===== src/rtl/cgra_obi_col_arbiter.sv =====
// -----------------------------------------------------------------------------
// cgra_obi_col_arbiter
//
// Shares a single OBI master port between N_REQ per-column CGRA load/store
// masters. Requests are arbitrated round-robin. Once a request is on the bus
// but not yet granted, the winner stays selected, so the address phase does
// not change under the slave. Responses are routed back in order through an
// ID FIFO that records which column issued each accepted transaction.
//
// Handshake summary (OBI):
//   address phase : a transfer is accepted in the cycle where
//                   bus_req_o & bus_gnt_i; that same cycle the winning
//                   column sees col_gnt_o[sel]=1. The column fields stay
//                   stable while req is high and gnt is low.
//   response phase: bus_rvalid_i=1 completes the oldest outstanding
//                   transaction (reads and writes alike); the owning column
//                   sees col_rvalid_o for one cycle. There is no
//                   back-pressure on responses.
//
// Ports
//   clk_i, rst_i      clock, asynchronous active-high reset
//   col_req_i         per-column request
//   col_addr_i        per-column address, column j at [j*ADDR_W +: ADDR_W]
//   col_we_i          per-column write enable
//   col_be_i          per-column byte enables, column j at [j*BE_W +: BE_W]
//   col_wdata_i       per-column write data, column j at [j*DATA_W +: DATA_W]
//   col_gnt_o         per-column grant (one-hot or zero)
//   col_rvalid_o      per-column response valid (one-hot or zero)
//   col_rdata_o       response data, broadcast to all columns
//   bus_req_o ..      shared bus address phase (req/addr/we/be/wdata)
//   bus_gnt_i         bus grant
//   bus_rvalid_i      bus response valid
//   bus_rdata_i       bus response data
//   outst_o           number of accepted, unanswered transactions
//   err_o             sticky: response seen with nothing outstanding
//
// While rst_i is high every output, including the combinational ones, is 0.
// -----------------------------------------------------------------------------
module cgra_obi_col_arbiter #(
    parameter int N_REQ     = 4,
    parameter int ADDR_W    = 32,
    parameter int DATA_W    = 32,
    parameter int MAX_OUTST = 4,
    localparam int BE_W     = DATA_W / 8,
    localparam int IDX_W    = $clog2(N_REQ),
    localparam int CNT_W    = $clog2(MAX_OUTST) + 1
) (
    input  logic                     clk_i,
    input  logic                     rst_i,
    input  logic [N_REQ-1:0]         col_req_i,
    input  logic [N_REQ*ADDR_W-1:0]  col_addr_i,
    input  logic [N_REQ-1:0]         col_we_i,
    input  logic [N_REQ*BE_W-1:0]    col_be_i,
    input  logic [N_REQ*DATA_W-1:0]  col_wdata_i,
    output logic [N_REQ-1:0]         col_gnt_o,
    output logic [N_REQ-1:0]         col_rvalid_o,
    output logic [DATA_W-1:0]        col_rdata_o,
    output logic                     bus_req_o,
    output logic [ADDR_W-1:0]        bus_addr_o,
    output logic                     bus_we_o,
    output logic [BE_W-1:0]          bus_be_o,
    output logic [DATA_W-1:0]        bus_wdata_o,
    input  logic                     bus_gnt_i,
    input  logic                     bus_rvalid_i,
    input  logic [DATA_W-1:0]        bus_rdata_i,
    output logic [CNT_W-1:0]         outst_o,
    output logic                     err_o
);

    // FIFO pointer width; a single-entry FIFO still needs a 1-bit pointer.
    localparam int PTR_W = (MAX_OUTST > 1) ? $clog2(MAX_OUTST) : 1;

    localparam logic [CNT_W-1:0] MAX_CNT  = CNT_W'(MAX_OUTST);
    localparam logic [PTR_W-1:0] PTR_LAST = PTR_W'(MAX_OUTST - 1);
    localparam logic [IDX_W-1:0] IDX_LAST = IDX_W'(N_REQ - 1);

    // Arbitration lock: OPEN = free round-robin choice each cycle,
    // LOCKED = a request is on the bus without grant, sel_q is pinned.
    typedef enum logic {
        ARB_OPEN   = 1'b0,
        ARB_LOCKED = 1'b1
    } lock_e;

    // -------------------------------------------------------------------------
    // State
    // -------------------------------------------------------------------------
    lock_e            lock_q, lock_d;
    logic [IDX_W-1:0] sel_q, sel_d;
    logic [IDX_W-1:0] rr_ptr_q, rr_ptr_d;
    logic [IDX_W-1:0] fifo_mem [MAX_OUTST];
    logic [PTR_W-1:0] wr_ptr_q;
    logic [PTR_W-1:0] rd_ptr_q;
    logic [CNT_W-1:0] count_q;
    logic             err_q;

    // -------------------------------------------------------------------------
    // Combinational arbitration signals
    // -------------------------------------------------------------------------
    logic             active;     // low while reset is asserted
    logic [IDX_W-1:0] sel;        // column currently driving the bus
    logic [IDX_W-1:0] cand;       // round-robin search candidate
    logic             sel_req;    // the selected column is requesting
    logic             fifo_full;
    logic             req;
    logic             accept;
    logic             pop;
    logic             spurious;
    logic [IDX_W-1:0] head_id;

    assign active = ~rst_i;

    // Winner selection. When locked the previous winner is held no matter
    // what other columns do. Otherwise scan rr_ptr_q, rr_ptr_q+1, ... and take
    // the first requester; the loop walks the order backwards so the final
    // assignment is the highest-priority hit.
    always_comb begin
        sel     = rr_ptr_q;
        cand    = '0;
        sel_req = 1'b0;
        if (lock_q == ARB_LOCKED) begin
            sel     = sel_q;
            sel_req = col_req_i[sel_q];
        end else begin
            for (int k = N_REQ - 1; k >= 0; k--) begin
                cand = IDX_W'((int'(rr_ptr_q) + k) % N_REQ);
                if (col_req_i[cand]) begin
                    sel     = cand;
                    sel_req = 1'b1;
                end
            end
        end
    end

    assign fifo_full = (count_q == MAX_CNT);

    // A full ID FIFO suppresses the request entirely, so no grant can be
    // accepted and no lock is taken until a response frees a slot.
    assign req      = active & sel_req & ~fifo_full;
    assign accept   = req & bus_gnt_i;
    assign pop      = active & bus_rvalid_i & (count_q != '0);
    assign spurious = active & bus_rvalid_i & (count_q == '0);
    assign head_id  = fifo_mem[rd_ptr_q];

    // -------------------------------------------------------------------------
    // Address-phase forwarding and per-column strobes
    // -------------------------------------------------------------------------
    always_comb begin
        bus_addr_o  = '0;
        bus_we_o    = 1'b0;
        bus_be_o    = '0;
        bus_wdata_o = '0;
        col_gnt_o   = '0;
        col_rvalid_o = '0;
        for (int j = 0; j < N_REQ; j++) begin
            if (active && sel_req && (sel == IDX_W'(j))) begin
                bus_addr_o  = col_addr_i[j*ADDR_W +: ADDR_W];
                bus_we_o    = col_we_i[j];
                bus_be_o    = col_be_i[j*BE_W +: BE_W];
                bus_wdata_o = col_wdata_i[j*DATA_W +: DATA_W];
            end
            col_gnt_o[j]    = accept & (sel == IDX_W'(j));
            col_rvalid_o[j] = pop & (head_id == IDX_W'(j));
        end
    end

    assign bus_req_o   = req;
    assign col_rdata_o = active ? bus_rdata_i : '0;
    assign outst_o     = count_q;
    assign err_o       = err_q;

    // -------------------------------------------------------------------------
    // Lock and round-robin next state
    // -------------------------------------------------------------------------
    always_comb begin
        lock_d   = lock_q;
        sel_d    = sel_q;
        rr_ptr_d = rr_ptr_q;
        if (accept) begin
            lock_d   = ARB_OPEN;
            rr_ptr_d = (sel == IDX_LAST) ? '0 : sel + 1'b1;
        end else if (req) begin
            // Request pending without grant: pin the winner.
            lock_d = ARB_LOCKED;
            sel_d  = sel;
        end else if ((lock_q == ARB_LOCKED) && !sel_req) begin
            // The locked column dropped its request; do not wait on it.
            lock_d = ARB_OPEN;
        end
    end

    always_ff @(posedge clk_i or posedge rst_i) begin
        if (rst_i) begin
            lock_q   <= ARB_OPEN;
            sel_q    <= '0;
            rr_ptr_q <= '0;
        end else begin
            lock_q   <= lock_d;
            sel_q    <= sel_d;
            rr_ptr_q <= rr_ptr_d;
        end
    end

    // -------------------------------------------------------------------------
    // ID FIFO of outstanding transactions and sticky error
    // -------------------------------------------------------------------------
    always_ff @(posedge clk_i or posedge rst_i) begin
        if (rst_i) begin
            for (int i = 0; i < MAX_OUTST; i++) begin
                fifo_mem[i] <= '0;
            end
            wr_ptr_q <= '0;
            rd_ptr_q <= '0;
            count_q  <= '0;
            err_q    <= 1'b0;
        end else begin
            if (accept) begin
                fifo_mem[wr_ptr_q] <= sel;
                wr_ptr_q <= (wr_ptr_q == PTR_LAST) ? '0 : wr_ptr_q + 1'b1;
            end
            if (pop) begin
                rd_ptr_q <= (rd_ptr_q == PTR_LAST) ? '0 : rd_ptr_q + 1'b1;
            end
            // Simultaneous push and pop leave the count unchanged.
            case ({accept, pop})
                2'b10:   count_q <= count_q + 1'b1;
                2'b01:   count_q <= count_q - 1'b1;
                default: count_q <= count_q;
            endcase
            if (spurious) begin
                err_q <= 1'b1;
            end
        end
    end

endmodule

===== config.mk =====
export PLATFORM = sky130hd
export DESIGN_NAME = cgra_obi_col_arbiter
export DESIGN_NICKNAME = d
export VERILOG_FILES = /design/src/rtl/cgra_obi_col_arbiter.sv
export SDC_FILE = /design/constraint.sdc
export NUM_CORES = 1
export LEC_CHECK = 0
export CAP_MARGIN = 10
export CORE_AREA = 5 5 162 164
export DETAILED_ROUTE_END_ITERATION = 10
export DIE_AREA = 0 0 167 169
export PLACE_DENSITY = 0.5
export SLEW_MARGIN = 30
export SYNTH_ARGS = -nofsm -noshare
export SYNTH_HDL_FRONTEND = slang
export SYNTH_SLANG_ARGS = --single-unit

===== constraint.sdc =====
create_clock -name clk_i -period 4.4 [get_ports clk_i]
set_input_delay 0.88 -clock clk_i [delete_from_list [all_inputs] [get_ports clk_i]]
set_output_delay 0.88 -clock clk_i [all_outputs]
set_load 0.02 [all_outputs]

==> impl_metrics.yaml <==
status:
  status: "completed"
synthesis:
  syn_nets: 969
  synth-edff-count: 0
  synth.avg_cell_area_sq_um: 6.89
  yosys.area.top_type: "a211o_1"
  ys_warn_count: 0
  yosys.area.top_type_share: 0.137
  synthTopCellsByCount: "inv_1 (85), nand2_1 (74), a21oi_1 (72)"
  syn_inst: 642
  synth.most_common_cell: "inv_1"
  synth_top_flop_cell: "dfrtp_1"
  yosys.cell_types.count: 47
  ys_async_sr_fraction: 1.00
  ys_ff_latch: 21
  seq_area_frac_synth: 0.119
  synth_area_leaders: "a211o_1 (14%), and3b_1 (13%), dfrtp_1 (12%)"
  syn-cell-area_sq_um: 4420
pwr:
  seqPwrFrac: 0.060
  comb_power_share: 0.908
  intPower_mw: 3.16
  swShare: 0.492
  max-vdd-ir-drop_uv: 255
  p_per_area_nw_per_um2: 642
  pwr-share-clk: 0.032
  p_leak_nw: 4.29
  switching_power_mw: 3.06
global_route:
  grt_util_all_layers: 0.182
  grt-ovfl-total: 0
  grt_pass1_vias: 6630
  grt_pass1_wl_mm: 40.6
  antenna_found_initial: 2
  grt_max_degree: 33
critical_path:
  arrival_ps: 3360
  reg2reg_from: "outst_o[0]"
  endpoint_kind: "output port"
  required_ps: 3520
  cp_cell_sequence: "dlygate4sd2_1, o31a_1, a22oi_1, or2_4, ha_4, buf_6, buf_12, buf_4, a211oi_1, a211o_1, a21oi_1, clkdlybuf4s15_1"
  worst_r2r_endpoint: "outst_o[2]"
  criticalPathCategory: "in -> out"
  startpoint: "col_req_i[3]"
  slowest_stage: "clkdlybuf4s15_1"
  r2r_slack_ps: 1900
  rr_worst_depth: 10
  cp_max_fo: 20
  cp_slowest_stage_delay_ps: 320
  crit_path_start_kind: "input pin"
layout:
  instances_no_fill: 1411
  drive_above_1_share: 0.145
  num-nets-final: 1407
  area_growth_pct: 119
timing:
  setup_viol: 0
  relSlewSlack: 0.618
  rsz0062_at_grt: "no"
  slew_violations: 0
  clock_skew_ps: 2.08
  setup-tns-final_ps: 0
  hold_viol: 0
  fin_hold_ws_ps: 464
  worst_slew_pin_slew_ps: 570
  period_needed_ps: 4240
  min_period_over_period: 0.963
  max_freq_mhz: 236
floorplanning:
  boundaryPins: 430
  die_h_um: 169
  core.rowCount: 58
  die-area_sq_um: 28200
  start_util: 0.179
  coreArea_sq_um: 24700
  die_w_um: 167
worst_hold_path:
  hold_path.class: "reg -> reg"
  hold_end: "err_o"
  holdPathStages: 1
  worstHoldStart: "err_o"
clock_network:
  ctsHoldBuffers: 0
  cts_buffers: 3
  cts_sinks: 21
  cts-root-buf: "clkbuf_16"
  cts_buffer_depth: 2
  cts_tree: "yes"
  clk_pin_slew_ps: 60
  h-tree-depth: 1
  insertion_delay_ps: 260
route:
  drt-initial-drc-count: 302
  post-route-drc-count: 0
  drt_wl_total_mm: 27.5
  antenna_left: 0
  first_pass_iters: 4
  vias_per_cell: 4.56
  vias: 6434
  routedWlPerCell_um: 19.5
placement:
  port_buffers: 429
  place_congestion: 0.901
  dp.cells: 1398
  dp_hpwl_mm: 22.4
flow_run:
  drv_cap: 0
-- placed cells by master, fill, tap and decap left out, types with 6 or more instances in the layout --
cell type / count
clkdlybuf4s15_1: 7
dlygate4sd2_1: 22
dfrtp_1: 21
ha_1: 6
o31ai_1: 9
a21oi_1: 71
and3_1: 6
nor2_1: 7
clkdlybuf4s15_2: 14
buf_12: 15
buf_4: 52
a211oi_2: 10
a211oi_1: 56
clkdlybuf4s50_1: 355
nand2_1: 74
inv_1: 85
nor2b_1: 33
clkbuf_2: 26
a211o_1: 69
and3b_1: 65
-- registers in the layout (all words and copies together) (netlist names) --
signal,flops
err_o,1
fifo_mem,8
wr_ptr_q,2
outst_o,3
rd_ptr_q,2
lock_q,1
rr_ptr_q,2
sel_q,2
-- timing repair --
action | CTS | global route
gates cloned | 2 | 0
buffers inserted | 5 | 0
hold endpoints to repair | 0 | 0
pin swaps | 4 | 2
endpoints found under the setup margin | 70 | 55
gates resized for setup | 137 | 57
-- worst max-delay path, delay by kind of cell --
kind / cells / cell delay (ps)
buffers and inverters: 5 / 1040
AOI/OAI and AO/OA: 5 / 1020
adders and majority gates: 1 / 220
and+or+nand+nor: 1 / 190
-- cells by family (layout without fill, tap and decap cells) --
logic type	count (synthesis)	in the layout	share of synthesized area
DFF	21	21	0.119
AOI/OAI and AO/OA	238	238	0.385
other	0	2	0
adders and majority gates	11	11	0.0328
buffers and inverters	151	588	0.133
muxes	13	13	0.0399
xor gates and xnor gates	3	3	0.00594
and+or+nand+nor	205	205	0.285
-- power by group through the flow --
stage	clock network, mW	registers (mW)	logic, mW
after global placement	0	0.376	5.62
after CTS	0.206	0.374	5.75
after floorplan	0	0.373	3.11
after detailed placement	0	0.377	5.62
final	0.199	0.374	5.65
after global routing	0.217	0.388	6.09
-- layout make-up --
cell class	instances	area (sq um)
Antenna cell	2	5.00
Clock buffer	3	75.1
Clock inverter	1	5.00
Fill cell	2524	15100
Inverter	85	319
Multi-Input combinational cell	470	3450
Sequential cell	21	526
Tap cell	330	413
Timing Repair Buffer	499	4900
-- metal layers --
layer / global-route usage / wire length (um)
met1: 0.227 / 11600
met3: 0.0430 / 2120
met5: 0 / 0
met4: 0.0413 / 459
met2: 0.320 / 13300
-- how the worst max path moves through the flow --
stage / endpoint / cells past startpoint
finish: bus_be_o[2] / 12
global route: bus_be_o[2] / 13
CTS: bus_wdata_o[2] / 13
detailed placement: bus_addr_o[31] / 12
global placement: bus_addr_o[31] / 12
floorplan: bus_addr_o[31] / 10
-- stage by stage --
step	cell area [sq um]	total power, mW	worst slack (ps)	util
floorplan	4420	3.48	229	-
global placement	9540	6.00	-550	0.386
detailed placement	9540	5.99	-636	0.386
CTS	9790	6.33	16.6	0.396
global route	9690	6.70	9.34	0.392
finish	9690	6.22	164	0.392
(Power assumes the default switching activity.)
